**src/rtl/ecg_spi_frame_tx.sv**
```systemverilog
// ============================================================================
// Module      : ecg_spi_frame_tx
// Description : Serialises strobed {dc, load} words onto a 4-wire SPI link
//               (mode 0). A one-deep pending buffer absorbs back-to-back
//               strobes. A sticky overrun flag is set when a word is dropped.
//               Optional macro ECG_SPI_LSB_FIRST_EN selects LSB-first order.
//               Without the macro, frames are sent MSB first.
// Revision    : 1.0 - initial release
// ============================================================================
`default_nettype none
`timescale 1ns/1ps

module ecg_spi_frame_tx #(
  parameter int WORD_W  = 12,
  parameter int CLK_DIV = 4
) (
  input  logic              clk,
  input  logic              rst,
  input  logic [WORD_W-1:0] load,
  input  logic              ds,
  input  logic              dc,
  output logic              sclk,
  output logic              mosi,
  output logic              cs_n,
  output logic              dc_out,
  output logic              busy,
  output logic              done,
  output logic              overrun
);

  localparam int CNT_W = (CLK_DIV > 1) ? $clog2(CLK_DIV) : 1;
  localparam int BIT_W = (WORD_W > 1) ? $clog2(WORD_W) : 1;
  localparam logic [CNT_W-1:0] DIV_LAST = CNT_W'(CLK_DIV - 1);
  localparam logic [BIT_W-1:0] BIT_LAST = BIT_W'(WORD_W - 1);

  localparam logic [1:0] ST_IDLE  = 2'd0;
  localparam logic [1:0] ST_SETUP = 2'd1;
  localparam logic [1:0] ST_SHIFT = 2'd2;
  localparam logic [1:0] ST_GAP   = 2'd3;

  logic [1:0]        state;
  logic [CNT_W-1:0]  div_cnt;
  logic [BIT_W-1:0]  bit_pos;     // position in transmit order, 0 = first bit
  logic [WORD_W-1:0] frame;       // word in flight, frozen while cs_n is low
  logic              ds_q;
  logic              pend_valid;
  logic [WORD_W-1:0] pend_word;
  logic              pend_dc;

  logic              strobe;
  logic              div_last;
  logic              frame_end;
  logic              launch;
  logic [WORD_W-1:0] launch_word;
  logic              launch_dc;

  // Bit presented at transmit position pos of word w.
  function automatic logic pick(input logic [WORD_W-1:0] w,
                                input logic [BIT_W-1:0]  pos);
`ifdef ECG_SPI_LSB_FIRST_EN
    return w[pos];
`else
    return w[BIT_LAST - pos];
`endif
  endfunction

  assign strobe    = ds & ~ds_q;
  assign div_last  = (div_cnt == DIV_LAST);
  assign frame_end = (state == ST_GAP) && div_last;
  // A frame starts from IDLE, or straight out of GAP so the link never idles
  // when work is waiting; the pending word always has priority over a new one.
  assign launch      = (strobe || pend_valid) && ((state == ST_IDLE) || frame_end);
  assign launch_word = pend_valid ? pend_word : load;
  assign launch_dc   = pend_valid ? pend_dc   : dc;
  assign done        = frame_end;

  // Frame sequencer: SETUP, 2*WORD_W SCLK phases, then GAP.
  always_ff @(posedge clk or posedge rst) begin
    if (rst) begin
      state   <= ST_IDLE;
      div_cnt <= '0;
      bit_pos <= '0;
      frame   <= '0;
      ds_q    <= 1'b0;
      sclk    <= 1'b0;
      mosi    <= 1'b0;
      cs_n    <= 1'b1;
      dc_out  <= 1'b0;
      busy    <= 1'b0;
    end else begin
      ds_q <= ds;
      if (launch) begin
        state   <= ST_SETUP;
        div_cnt <= '0;
        bit_pos <= '0;
        frame   <= launch_word;
        dc_out  <= launch_dc;
        mosi    <= pick(launch_word, '0);
        cs_n    <= 1'b0;
        sclk    <= 1'b0;
        busy    <= 1'b1;
      end else begin
        case (state)
          ST_SETUP: begin
            if (div_last) begin
              state   <= ST_SHIFT;
              div_cnt <= '0;
              sclk    <= 1'b1;
            end else begin
              div_cnt <= div_cnt + CNT_W'(1);
            end
          end
          ST_SHIFT: begin
            if (!div_last) begin
              div_cnt <= div_cnt + CNT_W'(1);
            end else begin
              div_cnt <= '0;
              if (sclk) begin
                // Falling edge: present the next bit for the next rising edge.
                sclk <= 1'b0;
                if (bit_pos != BIT_LAST) begin
                  mosi <= pick(frame, bit_pos + BIT_W'(1));
                end
              end else if (bit_pos == BIT_LAST) begin
                state <= ST_GAP;
                cs_n  <= 1'b1;
                mosi  <= 1'b0;
              end else begin
                sclk    <= 1'b1;
                bit_pos <= bit_pos + BIT_W'(1);
              end
            end
          end
          ST_GAP: begin
            div_cnt <= '0;
            if (div_last) begin
              state <= ST_IDLE;
              busy  <= 1'b0;
            end else begin
              div_cnt <= div_cnt + CNT_W'(1);
            end
          end
          default: begin
            div_cnt <= '0;
          end
        endcase
      end
    end
  end

  // Pending slot and sticky overrun flag.
  always_ff @(posedge clk or posedge rst) begin
    if (rst) begin
      pend_valid <= 1'b0;
      pend_word  <= '0;
      pend_dc    <= 1'b0;
      overrun    <= 1'b0;
    end else if (launch && pend_valid) begin
      // Pending is consumed; a simultaneous strobe refills it.
      pend_valid <= strobe;
      if (strobe) begin
        pend_word <= load;
        pend_dc   <= dc;
      end
    end else if (strobe && !launch) begin
      if (!pend_valid) begin
        pend_valid <= 1'b1;
        pend_word  <= load;
        pend_dc    <= dc;
      end else begin
        overrun <= 1'b1;
      end
    end
  end

endmodule

`default_nettype wire
```
**config.mk**
```make
export PLATFORM = sky130hd
export DESIGN_NAME = ecg_spi_frame_tx
export DESIGN_NICKNAME = d
export VERILOG_FILES = /design/src/rtl/ecg_spi_frame_tx.sv
export SDC_FILE = /design/constraint.sdc
export NUM_CORES = 1
export LEC_CHECK = 0
export ABC_AREA = 0
export BUFFER_PORTS_ARGS = -buffer_cell sky130_fd_sc_hd__buf_2
export CORE_ASPECT_RATIO = 0.5
export CORE_MARGIN = 3
export CORE_UTILIZATION = 45
export CTS_CLUSTER_DIAMETER = 60
export DETAILED_ROUTE_END_ITERATION = 10
export PLACE_DENSITY = 0.6
export SYNTH_ARGS = -nofsm -noshare
export SYNTH_HDL_FRONTEND = slang
export SYNTH_SLANG_ARGS = --single-unit
```
**constraint.sdc**
```tcl
create_clock -name clk -period 3.5 [get_ports clk]
set_input_delay 0.175 -clock clk [delete_from_list [all_inputs] [get_ports clk]]
set_output_delay 0.175 -clock clk [all_outputs]
set_load 0.005 [all_outputs]
```
Word level (Yosys, flattened, before mapping)
Index checks and enable logic that the tools add are counted.

$add $sub $neg: 3. $mul: 0. Div/mod/pow operators: 0. $lt $le $gt $ge: 1. Equal/unequal tests: 15. Shift-type cells: 0. Multiplexer cells: 47. Bitwise operators: 3. Reductions and logical operators: 25.

Operators with widths (number): 2-to-1 mux 12 bit (4); 2-to-1 mux 1 bit (26); 2-to-1 mux 4 bit (5); 2-to-1 mux 2 bit (9); inequality test 3 bit (second input constant) (5); AND reduction 4 bit (3); nonzero test 2 bit (5); equality test 2 bit (second input constant) (3); one-hot mux 2 bit (3 select lines) (1); AND reduction 3 bit (2); AND reduction 6 bit (1); nonzero test 3 bit (2); less-than comparator 4 x 5 -> 1 bit (second input constant) (1); adder 4 x 1 -> 4 bit (second input constant) (1); binary-select mux 1 bit (select 4 bit) (1); equality test 4 bit (second input constant) (1); logical AND 1 bit (4); inequality test 2 bit (second input constant) (2); inequality test 4 bit (second input constant) (1); AND reduction 2 bit (2); nonzero test 4 bit (1); subtractor 4 bit (first input constant) (1); inequality test 3 x 1 -> 1 bit (second input constant) (1); OR reduction 3 bit (1); other kinds (9) (11).

Register bits: 41. Bits in latches: 0. RAM bits: 0. ROM bits: 0. Input bits: 16. Output and inout bits: 7. Word-level logic and storage cells: 108. Memories: 0.

Longest topological paths before layout
Depth after elaboration: 9. Mapped depth: 7. Depth with buffers taken out: 6.

Worst setup path before layout
Ideal clock, no wire load.

Path type: register -> register. Start point: register div_cnt[0]. End point: register pend_dc. Setup time: 125 ps. Data arrival time: 1742 ps. Data required time: 3375 ps. Setup slack: 1633 ps. Stages on the path, launching flop included: 8. Path buffers: 2. Period minus slack after synthesis: 1867 ps. Cells stage by stage: dfrtp_1 > ha_1 > buf_2 > a21oi_4 > xor2_1 > and2_0 > buf_4 > mux2_2.

Longest elaborated chain between the ends: 8. Elaborated cells between the ends (all ways): 11. Those cells by class: 2 x eq/ne; 1 x mux; 8 x reduce/logical.

Ends and longest elaborated chain: from (decl) (RTL line 42) `logic [CNT_W-1:0] div_cnt;`; from (signal assigned) (RTL line 110) `div_cnt <= div_cnt + CNT_W'(1);`; from (signal assigned) (RTL line 115) `div_cnt <= div_cnt + CNT_W'(1);`; from (signal assigned) (RTL line 140) `div_cnt <= div_cnt + CNT_W'(1);`; equality test 2 bit * (RTL line 68) `assign div_last = (div_cnt == DIV_LAST);`; logical AND 1 bit * (RTL line 69) `assign frame_end = (state == ST_GAP) && div_last;`; logical OR 1 bit * (RTL line 72) `assign launch = (strobe || pend_valid) && ((state == ST_IDLE) || frame_end);`; logical AND 1 bit * (RTL line 72); zero test 1 bit (RTL line 165) `end else if (strobe && !launch) begin`; logical AND 1 bit (RTL line 165); nonzero test 2 bit (no source line); AND reduction 2 bit (no source line); to (signal assigned) (RTL line 156) `pend_dc <= 1'b0;`; to (signal assigned) (RTL line 163) `pend_dc <= dc;`; to (signal assigned) (RTL line 169) `pend_dc <= dc;`; to (decl) (RTL line 48) `logic pend_dc;`.

Every way passes the cells marked *; elsewhere a longest branch is shown, timed or not. A chain may end at the register's enable or synchronous reset.

Worst setup path after layout
Start point: register pend_valid. End point: register pend_word[11].

Longest elaborated chain between the ends: 6. Elaborated cells between the ends (all ways): 11. Those cells by class: 1 x eq/ne; 3 x mux; 7 x reduce/logical.

Ends and longest elaborated chain: from (decl) (RTL line 46) `logic pend_valid;`; from (signal assigned) (RTL line 160) `pend_valid <= strobe;`; logical OR 1 bit (RTL line 72); logical AND 1 bit (RTL line 72); zero test 1 bit (RTL line 165); logical AND 1 bit (RTL line 165); nonzero test 2 bit (no source line); AND reduction 2 bit (no source line); to (signal assigned) (RTL line 162) `pend_word <= load;`; to (signal assigned) (RTL line 168) `pend_word <= load;`; to (decl) (RTL line 47) `logic [WORD_W-1:0] pend_word;`.

Several ways; a longest one is shown, not always the timed one. The select of a mux whose other input is x is not followed.

==> flow_metrics.py <==
metrics = {
    "run_status": {
        "status": "finished, violations left",
        "failed_checks": "negative hold slack",
    },
    "synth": {
        "synth-seq-area-share": 0.492,
        "post_synth.cell_area_avg_um2": 11.5,
        "synth.net_count": 204,
        "synth-edff-count": 0,
        "synth-main-ff-cell": "sky130_fd_sc_hd__dfrtp_1",
        "synthDominantAreaCellType": "sky130_fd_sc_hd__dfrtp_1",
        "ys_top_cells_by_area": "sky130_fd_sc_hd__dfrtp_1, sky130_fd_sc_hd__mux2_2, sky130_fd_sc_hd__mux2i_1",
        "largest_family_of_logic_cells_by_synthesized_area": "multiplexers",
        "yosysTopAreaCellShare": 0.480,
        "synth-xor-area-share": 0.0210,
        "synth_compound_gate_area_share": 0.106,
        "synthesis.area_um2": 2090,
        "synth.area.mux_share": 0.171,
        "post_synth_num_cell_types": 49,
        "synth_common_cells": "sky130_fd_sc_hd__dfrtp_1, sky130_fd_sc_hd__o21ai_0, sky130_fd_sc_hd__nand2_1",
        "synth_simple_gate_area_share": 0.122,
        "asyncSetResetFlopFracSynth": 1.00,
        "ys_warn_count": 0,
        "most_numerous_cell_in_the_yosys_netlist": "sky130_fd_sc_hd__dfrtp_1",
        "synthesis.instances": 181,
        "post_synth_fa_ha_maj_area_fraction": 0.0468,
        "synth_seq_cells": 41,
    },
    "grt": {
        "grt_antenna_before_repair": 0,
        "grt_max_degree": 42,
        "grt_pass1_wl_um": 6140,
        "via_count_of_the_first_global_routing_pass": 1250,
        "groute.usage.overall": 0.152,
        "grt.overflow.total": 0,
    },
    "die": {
        "design.die.area_um2": 5540,
        "chipWidth_um": 102,
        "initial_core_utilization": 0.501,
        "std_cell_rows": 16,
        "pin_count": 23,
        "core_area_um2": 4160,
        "dieHeight_um": 54.2,
    },
    "placed_design": {
        "numPortBuffers": 22,
        "dp_hpwl_um": 2550,
        "gpl.final_weighted_congestion": 0.875,
    },
    "drt": {
        "detail_route.wirelength_um": 3700,
        "post_drt_wl_per_cell_um": 14.5,
        "antenna_violating_nets_post_route": 0,
        "first_iter_violations": 79,
        "post_route_drc": 0,
        "via_per_inst": 5.33,
        "firstDrtPassIters": 4,
        "route.vias.total": 1360,
    },
    "sta": {
        "slew_violations": 0,
        "fin_crit_sh": 0.666,
        "fmax_mhz": 429,
        "worst_pin_slew_ns": 0.859,
        "finalSetupViolCount": 0,
        "max_slew_margin": 0.427,
        "final_hold_viol_count": 12,
        "final_period_demand_of_the_worst_path_ns": 2.33,
        "rsz0062_at_grt": "no",
        "skew_ns": 0.00443,
        "fin_tns_setup_ns": 0,
        "timing.hold.ws_ns": -0.0147,
    },
    "pwr": {
        "worst_ir_drop_vdd_uv": 291,
        "combPwrFrac": 0.383,
        "swShare": 0.357,
        "power.clock.fraction": 0.171,
        "power.static_leakage_nw": 1.06,
        "p_sw_mw": 0.672,
        "power.density_nw_per_um2": 811,
        "p_int_mw": 1.21,
        "sequentialPowerShare": 0.446,
    },
    "cts": {
        "insertion_delay_ns": 0.30,
        "clock_tree.htree_level_count": 2,
        "cts-buffers-inserted": 5,
        "cts_sinks": 41,
        "cts_root_buffer": "sky130_fd_sc_hd__clkbuf_8",
        "cts.reportedPaths.clkPinSlew_ns": 0.08,
        "clockBufferDepth": 2,
        "clock_tree_from_tritoncts": "built",
    },
    "hold_path": {
        "hp-class": "primary input to async pin",
    },
    "critical_path": {
        "worst-path-max-fanout": 18,
        "setup.reg_to_reg.worst_slack_ns": 1.17,
        "cp-start-kind": "flop",
        "timing.critical_path.arrival_ns": 2.52,
        "setup.worst_path.end_class": "flop",
        "critPathRequiredTime_ns": 3.68,
        "worst-setup-path-type": "flop to flop",
    },
    "finish": {
        "design.final.nets": 224,
        "antenna-diode-count": 0,
        "flow.area_growth_from_synthesis_pct": 11.2,
        "drive_above_1_share": 0.279,
        "postLayoutCoreUtil": 0.557,
    },
    "run": {
        "timing.max_cap.violations": 0,
    },
}
## worst paths after layout
check	from	end	cells past startpoint
worst max-delay path	pend_valid$_DFFE_PP0P_	pend_word[11]$_DFFE_PP0P_	3
worst min-delay path	rst	div_cnt[0]$_DFF_PP0_	3
worst max register to register	pend_valid$_DFFE_PP0P_	pend_word[11]$_DFFE_PP0P_	3
worst min register to register	div_cnt[0]$_DFF_PP0_	div_cnt[0]$_DFF_PP0_	1
max in group asynchronous	rst	pend_word[4]$_DFFE_PP0P_	3
min in group clk	load[5]	pend_word[5]$_DFFE_PP0P_	2
## flip-flops by register name, indices dropped and copies added (netlist names), 2 cells and up
signal / flops
frame: 12
pend_word: 12
bit_pos: 4
div_cnt: 2
state: 2
## cell families (layout without fill, tap and decap cells)
logic type / after synthesis / count (layout)
XOR/XNOR: 5 / 5
AND/OR/NAND/NOR: 47 / 47
adder cells (fa/ha/maj): 8 / 8
AO/OA/AOI/OAI: 33 / 33
flip-flops: 41 / 41
buffers and inverters: 17 / 37
multiplexers: 30 / 30
## stage by stage
stage / cell area, µm² / total power [mW] / setup slack [ns] / cells
floorplan: 2090 / 1.41 / 1.63 / 181
global placement: 2220 / 1.56 / 1.17 / 247
detailed placement: 2220 / 1.59 / 1.13 / 247
CTS: 2320 / 1.92 / 1.12 / 255
global route: 2320 / 2.05 / 1.07 / 255
finish: 2320 / 1.88 / 1.17 / 255
## layout by cell type (no fill, tap or decap), types with 2 or more instances in the layout
master                      n
sky130_fd_sc_hd__nor2_1    10
sky130_fd_sc_hd__nor3_1     3
sky130_fd_sc_hd__and2_1     2
sky130_fd_sc_hd__a31oi_1    3
sky130_fd_sc_hd__mux2_2    13
sky130_fd_sc_hd__mux4_2     2
sky130_fd_sc_hd__inv_1      5
sky130_fd_sc_hd__clkbuf_8   6
sky130_fd_sc_hd__dfrtp_1   40
sky130_fd_sc_hd__nor4_1     2
sky130_fd_sc_hd__nand2_1   15
sky130_fd_sc_hd__buf_2     22
sky130_fd_sc_hd__ha_1       7
sky130_fd_sc_hd__mux2i_1   14
sky130_fd_sc_hd__o21ai_0   16
sky130_fd_sc_hd__xnor2_1    4
sky130_fd_sc_hd__buf_4      2
sky130_fd_sc_hd__nor3b_1    3
## area by class of cell
class | count | area, µm²
multi-input cells | 123 | 981
fillers | 383 | 1840
repair buffers | 25 | 135
flip-flops and latches | 41 | 1030
clock inverters | 1 | 7.51
well taps | 54 | 67.6
inverters | 5 | 18.8
clock buffers | 6 | 82.6
## critical path, cell delays in order, from the launching register on
cell and delay [ns]:
sky130_fd_sc_hd__dfrtp_1 0.91, sky130_fd_sc_hd__xor2_1 0.20, sky130_fd_sc_hd__and2_0 0.69, sky130_fd_sc_hd__mux2_2 0.42
## power groups by stage
stage | clock [mW] | sequential (mW) | combinational, mW
after floorplan | 0 | 0.757 | 0.656
after global placement | 0 | 0.844 | 0.712
after detailed placement | 0 | 0.853 | 0.734
after CTS | 0.335 | 0.843 | 0.736
after global routing | 0.355 | 0.869 | 0.822
final | 0.322 | 0.839 | 0.722
## what timing repair did
action	4_1_cts	5_1_grt
hold buffers	1	0
hold endpoints to repair	1	0
setup endpoints to repair	0	0
gates resized for setup	0	0
buffers inserted	0	0
## per-layer routing
| layer | wire, µm | global-route usage |
|---|---|---|
| met1 | 1910 | 0.210 |
| met2 | 1570 | 0.212 |
| met3 | 166 | 0.0517 |
| met4 | 52 | 0.0719 |
| met5 | 0 | 0 |
Power figures use the tool's default switching activity.
